[config.mk]
export PLATFORM = sky130hd
export DESIGN_NAME = adder_error_monitor
export DESIGN_NICKNAME = d
export VERILOG_FILES = /design/src/rtl/adder_error_monitor.sv
export SDC_FILE = /design/constraint.sdc
export NUM_CORES = 1
export LEC_CHECK = 0
export BUFFER_PORTS_ARGS = -buffer_cell sky130_fd_sc_hd__buf_4
export CAP_MARGIN = 20
export CELL_PAD_IN_SITES_DETAIL_PLACEMENT = 0
export CELL_PAD_IN_SITES_GLOBAL_PLACEMENT = 1
export CORE_MARGIN = 10
export CORE_UTILIZATION = 43
export DETAILED_ROUTE_END_ITERATION = 12
export HOLD_SLACK_MARGIN = 0.1
export PLACE_DENSITY = 0.93
export SYNTH_ARGS = -nofsm -noshare
export SYNTH_HDL_FRONTEND = slang
export SYNTH_SLANG_ARGS = --single-unit
[constraint.sdc]
create_clock -name clk -period 3.3 [get_ports clk]
set_clock_uncertainty 0.15 [all_clocks]
set_input_delay 0.66 -clock clk [delete_from_list [all_inputs] [get_ports clk]]
set_output_delay 0.66 -clock clk [all_outputs]
set_load 0.05 [all_outputs]
[src/rtl/adder_error_monitor.sv]
// adder_error_monitor: accumulates error-distance statistics of an approximate 8-bit adder against the exact result
module adder_error_monitor #(
  parameter int NUM_SAMPLES = 256
) (
  input  logic        clk,
  input  logic        rst,
  input  logic        start,
  input  logic        in_valid,
  output logic        in_ready,
  input  logic [8:0]  exact_sum,
  input  logic [8:0]  approx_sum,
  output logic [15:0] sample_count,
  output logic [15:0] err_count,
  output logic [31:0] ed_sum,
  output logic [8:0]  ed_max,
  output logic        busy,
  output logic        done
);
  localparam logic [1:0] IDLE = 2'd0;
  localparam logic [1:0] RUN  = 2'd1;
  localparam logic [1:0] DONE = 2'd2;
  localparam logic [15:0] LAST = 16'(NUM_SAMPLES - 1);
  logic [1:0]  state_q, state_d;
  logic [15:0] cnt_q, cnt_d, err_q, err_d;
  logic [31:0] sum_q, sum_d;
  logic [8:0]  max_q, max_d, ed;
  logic [32:0] sum_wide;
  logic        go, accept;
  always_comb begin
    ed       = exact_sum >= approx_sum ? exact_sum - approx_sum : approx_sum - exact_sum;
    go       = start && state_q != RUN;
    accept   = in_valid && state_q == RUN;
    sum_wide = {1'b0, sum_q} + 33'(ed);
    state_d  = go ? RUN : (accept && cnt_q == LAST) ? DONE : state_q;
    cnt_d    = go ? '0 : accept ? cnt_q + 16'd1 : cnt_q;
    err_d    = go ? '0 : (accept && ed != '0) ? err_q + 16'd1 : err_q;
    sum_d    = go ? '0 : accept ? (sum_wide[32] ? '1 : sum_wide[31:0]) : sum_q;
    max_d    = go ? '0 : (accept && ed > max_q) ? ed : max_q;
  end
  always_ff @(posedge clk or posedge rst) begin
    if (rst) begin
      state_q <= IDLE;
      cnt_q   <= '0;
      err_q   <= '0;
      sum_q   <= '0;
      max_q   <= '0;
    end else begin
      state_q <= state_d;
      cnt_q   <= cnt_d;
      err_q   <= err_d;
      sum_q   <= sum_d;
      max_q   <= max_d;
    end
  end
  assign in_ready     = state_q == RUN;
  assign busy         = state_q == RUN;
  assign done         = state_q == DONE;
  assign sample_count = cnt_q;
  assign err_count    = err_q;
  assign ed_sum       = sum_q;
  assign ed_max       = max_q;
endmodule

# Yosys cells after proc, flatten, opt, wreduce, memory -nomap -nowiden
# Cells that the tools add are included.
# W data, S select, Z words.
# totals
regBits	75
in_bits	22
output_inout_bits	76
wordCells	38
# op_classes
n_addsub	5
order_cmp	2
eq_ne	4
muxes	12
n_reduce_logical	10
# op_table
operator	count
$mux W32	3
$mux W16	4
$add A32 B9 Y33	1
$add A16 B1 Y16 const B	2
$mux W9	3
$sub A9 B9 Y9	2
$eq A16 B8 Y1 const B	1
$ge A9 B9 Y1	1
$gt A9 B9 Y1	1
$reduce_bool A9 Y1	1
$reduce_bool A2 Y1	4
$logic_and A1 B1 Y1	5
$mux W2	2
$eq A2 B1 Y1 const B	1
$eq A2 B2 Y1 const B	1
$ne A2 B1 Y1 const B	1

# Logic depth before layout (Yosys ltp)
# depth
depth_word	6
ltp_mapped	21
ltp_nobuf	19

# Worst setup path after synthesis
# No wires, ideal clock.
# synth_path
path_type	input to register
startpoint	input port exact_sum[2]
endpoint	register sum_q[17] (netlist: ed_sum[17])
setup_ns	0.138
arrival_time_ns	4.180
required_time_ns	3.012
setup_slack_ns	-1.168
cell_stages	20
path_buffers	3
cell_sequence	inv_1 ha_1 buf_2 and3_1 o21ai_1 a21oi_1 o211ai_1 and3b_1 nor2_1 clkbuf_8 inv_1 ha_1 a21o_1 nand2_1 nand2_1 o2111ai_1 clkbuf_1 o21ai_0 a21oi_1 a211oi_1
# synth_between
elab_chain_cells	6
elab_cells_between_ends	8
cone_classes	add/sub (3); order compare (1); mux (4)
# synth_rtl
element	line_no	source
start: declaration	10	input logic [8:0] exact_sum,
$sub A9 B9 Y9 or $ge A9 B9 Y1 (tied branches)	30	ed = exact_sum >= approx_sum ? exact_sum - approx_sum : approx_sum - exact_sum;
$mux W9 *	30	
$add A32 B9 Y33 *	33	sum_wide = {1'b0, sum_q} + 33'(ed);
$mux W32 * (3 in a row)	37	sum_d = go ? '0 : accept ? (sum_wide[32] ? '1 : sum_wide[31:0]) : sum_q;
end signal: assignment	51	sum_q <= sum_d;
end: declaration	25	logic [31:0] sum_q, sum_d;
# Every way passes the cells marked *; elsewhere a longest branch is shown, timed or not. The select of a mux whose other input is x is not followed.
# A chain may end at the register's enable or synchronous reset.

# Worst setup path in the final report
# layout_path
startpoint	input port approx_sum[0]
endpoint	register sum_q[31] (netlist: ed_sum[31])
# layout_between
elab_chain_cells	6
elab_cells_between_ends	8
cone_classes	add/sub (3); order compare (1); mux (4)
# layout_rtl
element	line_no	source
start: declaration	11	input logic [8:0] approx_sum,
$sub A9 B9 Y9 or $ge A9 B9 Y1 (tied branches)	30	
$mux W9 *	30	
$add A32 B9 Y33 *	33	
$mux W32 * (3 in a row)	37	
# Marked as above.

==> qor.csv <==
stage,metric,value,unit
global_route,global route hottest layer,met2,
global_route,GR Layer Usage met1,23.27,%
pwr,Leakage,4.067,nW
drt,routed vias,6194,
global_route,M3 GR Usage,5.602,%
clocking,Clk Tree Root Cell,clkbuf_16,
synthesis,Post-synth EDFFs,0,
drt,initial drt markers,416,
placed_design,PortBufs,97,
setup_path,CP required,3.35,ns
synthesis,most numerous cell in the Yosys netlist,dfrtp_1,
clocking,Worst-path clk slew,0.06,ns
floorplan,row count,41,
drt,Final ANT Viol Nets,0,
synthesis,Commonest cells post-synth,"75 x dfrtp_1, 56 x nor2_1, 51 x a21oi_1",
timing,Slew Limit Fails,0,
synthesis,"Seq/Total Area, Yosys",34.05,%
placed_design,hpwl dp,12.64,mm
placed_design,DP Area,7158,sq um
synthesis,Cell variety after synth,67,
synthesis,Synth Flop Type,dfrtp_1,
drt,vias per cell,5.944,
timing,Max-slew headroom,47.07,%
floorplan,IO Count,98,
layout,final instance area,8987,sq um
setup_path,Critical Path End Type,flip-flop,
global_route,gr usage total,20.97,%
outcome,status,finished with violations,
timing,Hold Fails Final Rpt,0,
timing,period utilization,121.4,%
placed_design,Routability Congestion,0.8945,
synthesis,syn_area_per_cell,8.639,sq um
pwr,maximum vdd drop,472.1,uV
clocking,clk_lat worst skew,0.34,ns
global_route,vias in the first global route,6363,
synthesis,Synth Register Bits,75,
timing,"Min Clock Period, post-route",4.005,ns
floorplan,Die Wd,133.2,microns
clocking,Hold Buf Count CTS,0,
floorplan,Core ar.,12570,sq um
flow_run,max_cap viols,0,
timing,# setup viols final,54,
drt,Post-Route WL,20.68,mm
floorplan,Die ar.,17750,sq um
timing,RSZ-0062 raised after global routing,true,
setup_path,Crit Path Max Fanout,5,
synthesis,Synth area leaders,"dfrtp_1 34%, ha_1 8.4%, a21oi_1 4.6%",
synthesis,XOR/XNOR Fraction of Synth Area,2.860,%
drt,drt pass-1 iters,5,
global_route,initial antenna violation count,0,
synthesis,Synth Area in Simple Gates,20.93,%
timing,FMAX,249.7,MHz
global_route,global-route wire length before repair,31.40,mm
layout,fraction of layout cells with a size suffix above 1,51.15,%
synthesis,Synth Area in Compound Gates,24.81,%
layout,ANT cells,0,
setup_path,startpoint types,input port,
timing,Least-Margin Pin Slew,0.7928,ns
min_path,hold crit path type,in2async,
placed_design,"worst slack, placed",-1.256,ns
global_route,largest net degree at the start of global routing,43,
synthesis,Synth area leader,dfrtp_1,
setup_path,"Arr. time, crit path",4.06,ns
synthesis,mapped cell area,5512,sq um
timing,Final WS setup,-0.7055,ns
synthesis,Synth top area share,34.05,%
setup_path,Crit Path Class,in2reg,
outcome,failing checks,negative setup slack,
setup_path,R2R cell count,8,
synthesis,yosys warns,0,
floorplan,Die Y,133.2,microns
layout,Final Core Density,71.51,%
clocking,Max clock buf depth,2,
synthesis,post-synthesis adder-cell area fraction,9.489,%
synthesis,mux cell area share after synthesis,1.476,%
drt,Residual DRC,0,
drt,wire per inst,19.84,microns
synthesis,Syn Nets,700,
pwr,Pwr per Cell Area,674.3,nW/um^2
layout,fin nets,929,
clocking,TritonCTS Buffers,9,
layout,Area growth syn-to-layout,63.06,%
synthesis,Post-Synthesis Cells,638,
global_route,met2 GRT Util,36.75,%
clocking,H-tree levels,3,
synthesis,async set or reset register ratio after synthesis,100.0,%
synthesis,main combinational cell family by area after synthesis,compound AO/OA/AOI/OAI gates,
floorplan,Starting Density,43.85,%
clocking,clk sink count,75,
clocking,TritonCTS clock tree,done,
global_route,grt total ovfl,0,
==> repair_timing <==
item,CTS,global route
endpoints found under the setup margin,57,57
hold endpoints to repair,0,0
cloned,3,0
pin swaps,69,79
resized for setup,147,100
setup buffers,38,27
==> power breakdown <==
| part | total, mW | leakage (nW) | internal (mW) | switching, mW |
|---|---|---|---|---|
| sequential | 1.38 | 0.976 | 1.12 | 0.264 |
| combinational | 3.81 | 2.96 | 1.66 | 2.15 |
| clock | 0.873 | 0.128 | 0.495 | 0.378 |
| total | 6.06 | 4.07 | 3.27 | 2.79 |
==> layout by cell type, fill, tap and decap left out, types with 9 or more instances in the layout <==
master,count
dfrtp_1,75
a21o_1,13
a31o_2,10
nand4_1,13
a21oi_2,19
and3_1,10
inv_1,30
nor3_1,16
ha_4,21
buf_4,197
nand3_1,21
ha_1,13
buf_6,43
clkbuf_16,9
xor2_1,13
o21ai_1,9
nor2_1,47
nand2_1,34
o21ai_0,9
a21oi_1,28
==> routing by layer <==
layer	part of all wire (%)	vias to the layer above
li1	-	2823
met1	40	3022
met2	50	282
met3	6.2	67
met4	3.5	0
met5	0	-
==> final cells by class <==
type / count / area [sq um]
Clock buffer: 10 / 229.0
Clock inverter: 4 / 20.02
Fill cell: 879 / 3581
Inverter: 44 / 185.2
Multi-Input combinational cell: 491 / 4393
Sequential cell: 75 / 1877
Tap cell: 172 / 215.2
Timing Repair Buffer: 246 / 2068
==> state kept, by name, summed over array words and instances (netlist names) <==
| name | flops |
|---|---|
| sample_count | 16 |
| ed_sum | 32 |
| err_count | 16 |
| ed_max | 9 |
| state_q | 2 |
==> critical path, stage by stage <==
cell and delay (ns):
buf_4 0.13, inv_4 0.05, ha_4 0.13, inv_2 0.04, fa_2 0.43, nand3_4 0.10
a21oi_4 0.07, o211ai_1 0.18, nand4_1 0.15, and3b_2 0.27, nor2_4 0.13, inv_4 0.06
ha_4 0.29, buf_6 0.11, nand4_1 0.13, a21o_1 0.23, o41a_1 0.18, buf_6 0.17
or3_4 0.32, mux2i_1 0.15, nor2_1 0.05
==> through the flow <==
stage               power, mW  hold WS, ns  TNS (ns)  cells
finish                  6.060       0.3286    -23.43   1042
global route            6.369       0.3789    -29.39   1042
CTS                     5.669       0.3518    -15.96   1022
detailed placement      4.247       0.3773    -54.68    969
global placement        4.167       0.3709    -47.99    969
floorplan               3.181       0.3552    -25.99    638
==> logic make-up after synthesis <==
group                      Yosys count
buffers and inverters               75
xor gates and xnor gates            18
AOI/OAI and AO/OA                  194
muxes                                8
and+or+nand+nor                    228
DFF                                 75
adders and majority gates           40
==> worst paths after layout <==
| check | from | to | slack (ns) |
|---|---|---|---|
| max in group asynchronous | rst | ed_sum[15] | 1.95 |
| worst min-delay path | rst | sample_count[12] | 0.33 |
| worst min register to register | err_count[6] | err_count[6] | 0.39 |
| worst max-delay path | approx_sum[0] | ed_sum[31] | -0.71 |
| min in group clk | err_count[6] | err_count[6] | 0.39 |
| worst max register to register | ed_sum[15] | ed_sum[25] | 0.19 |
Power figures use the tool's default switching activity.
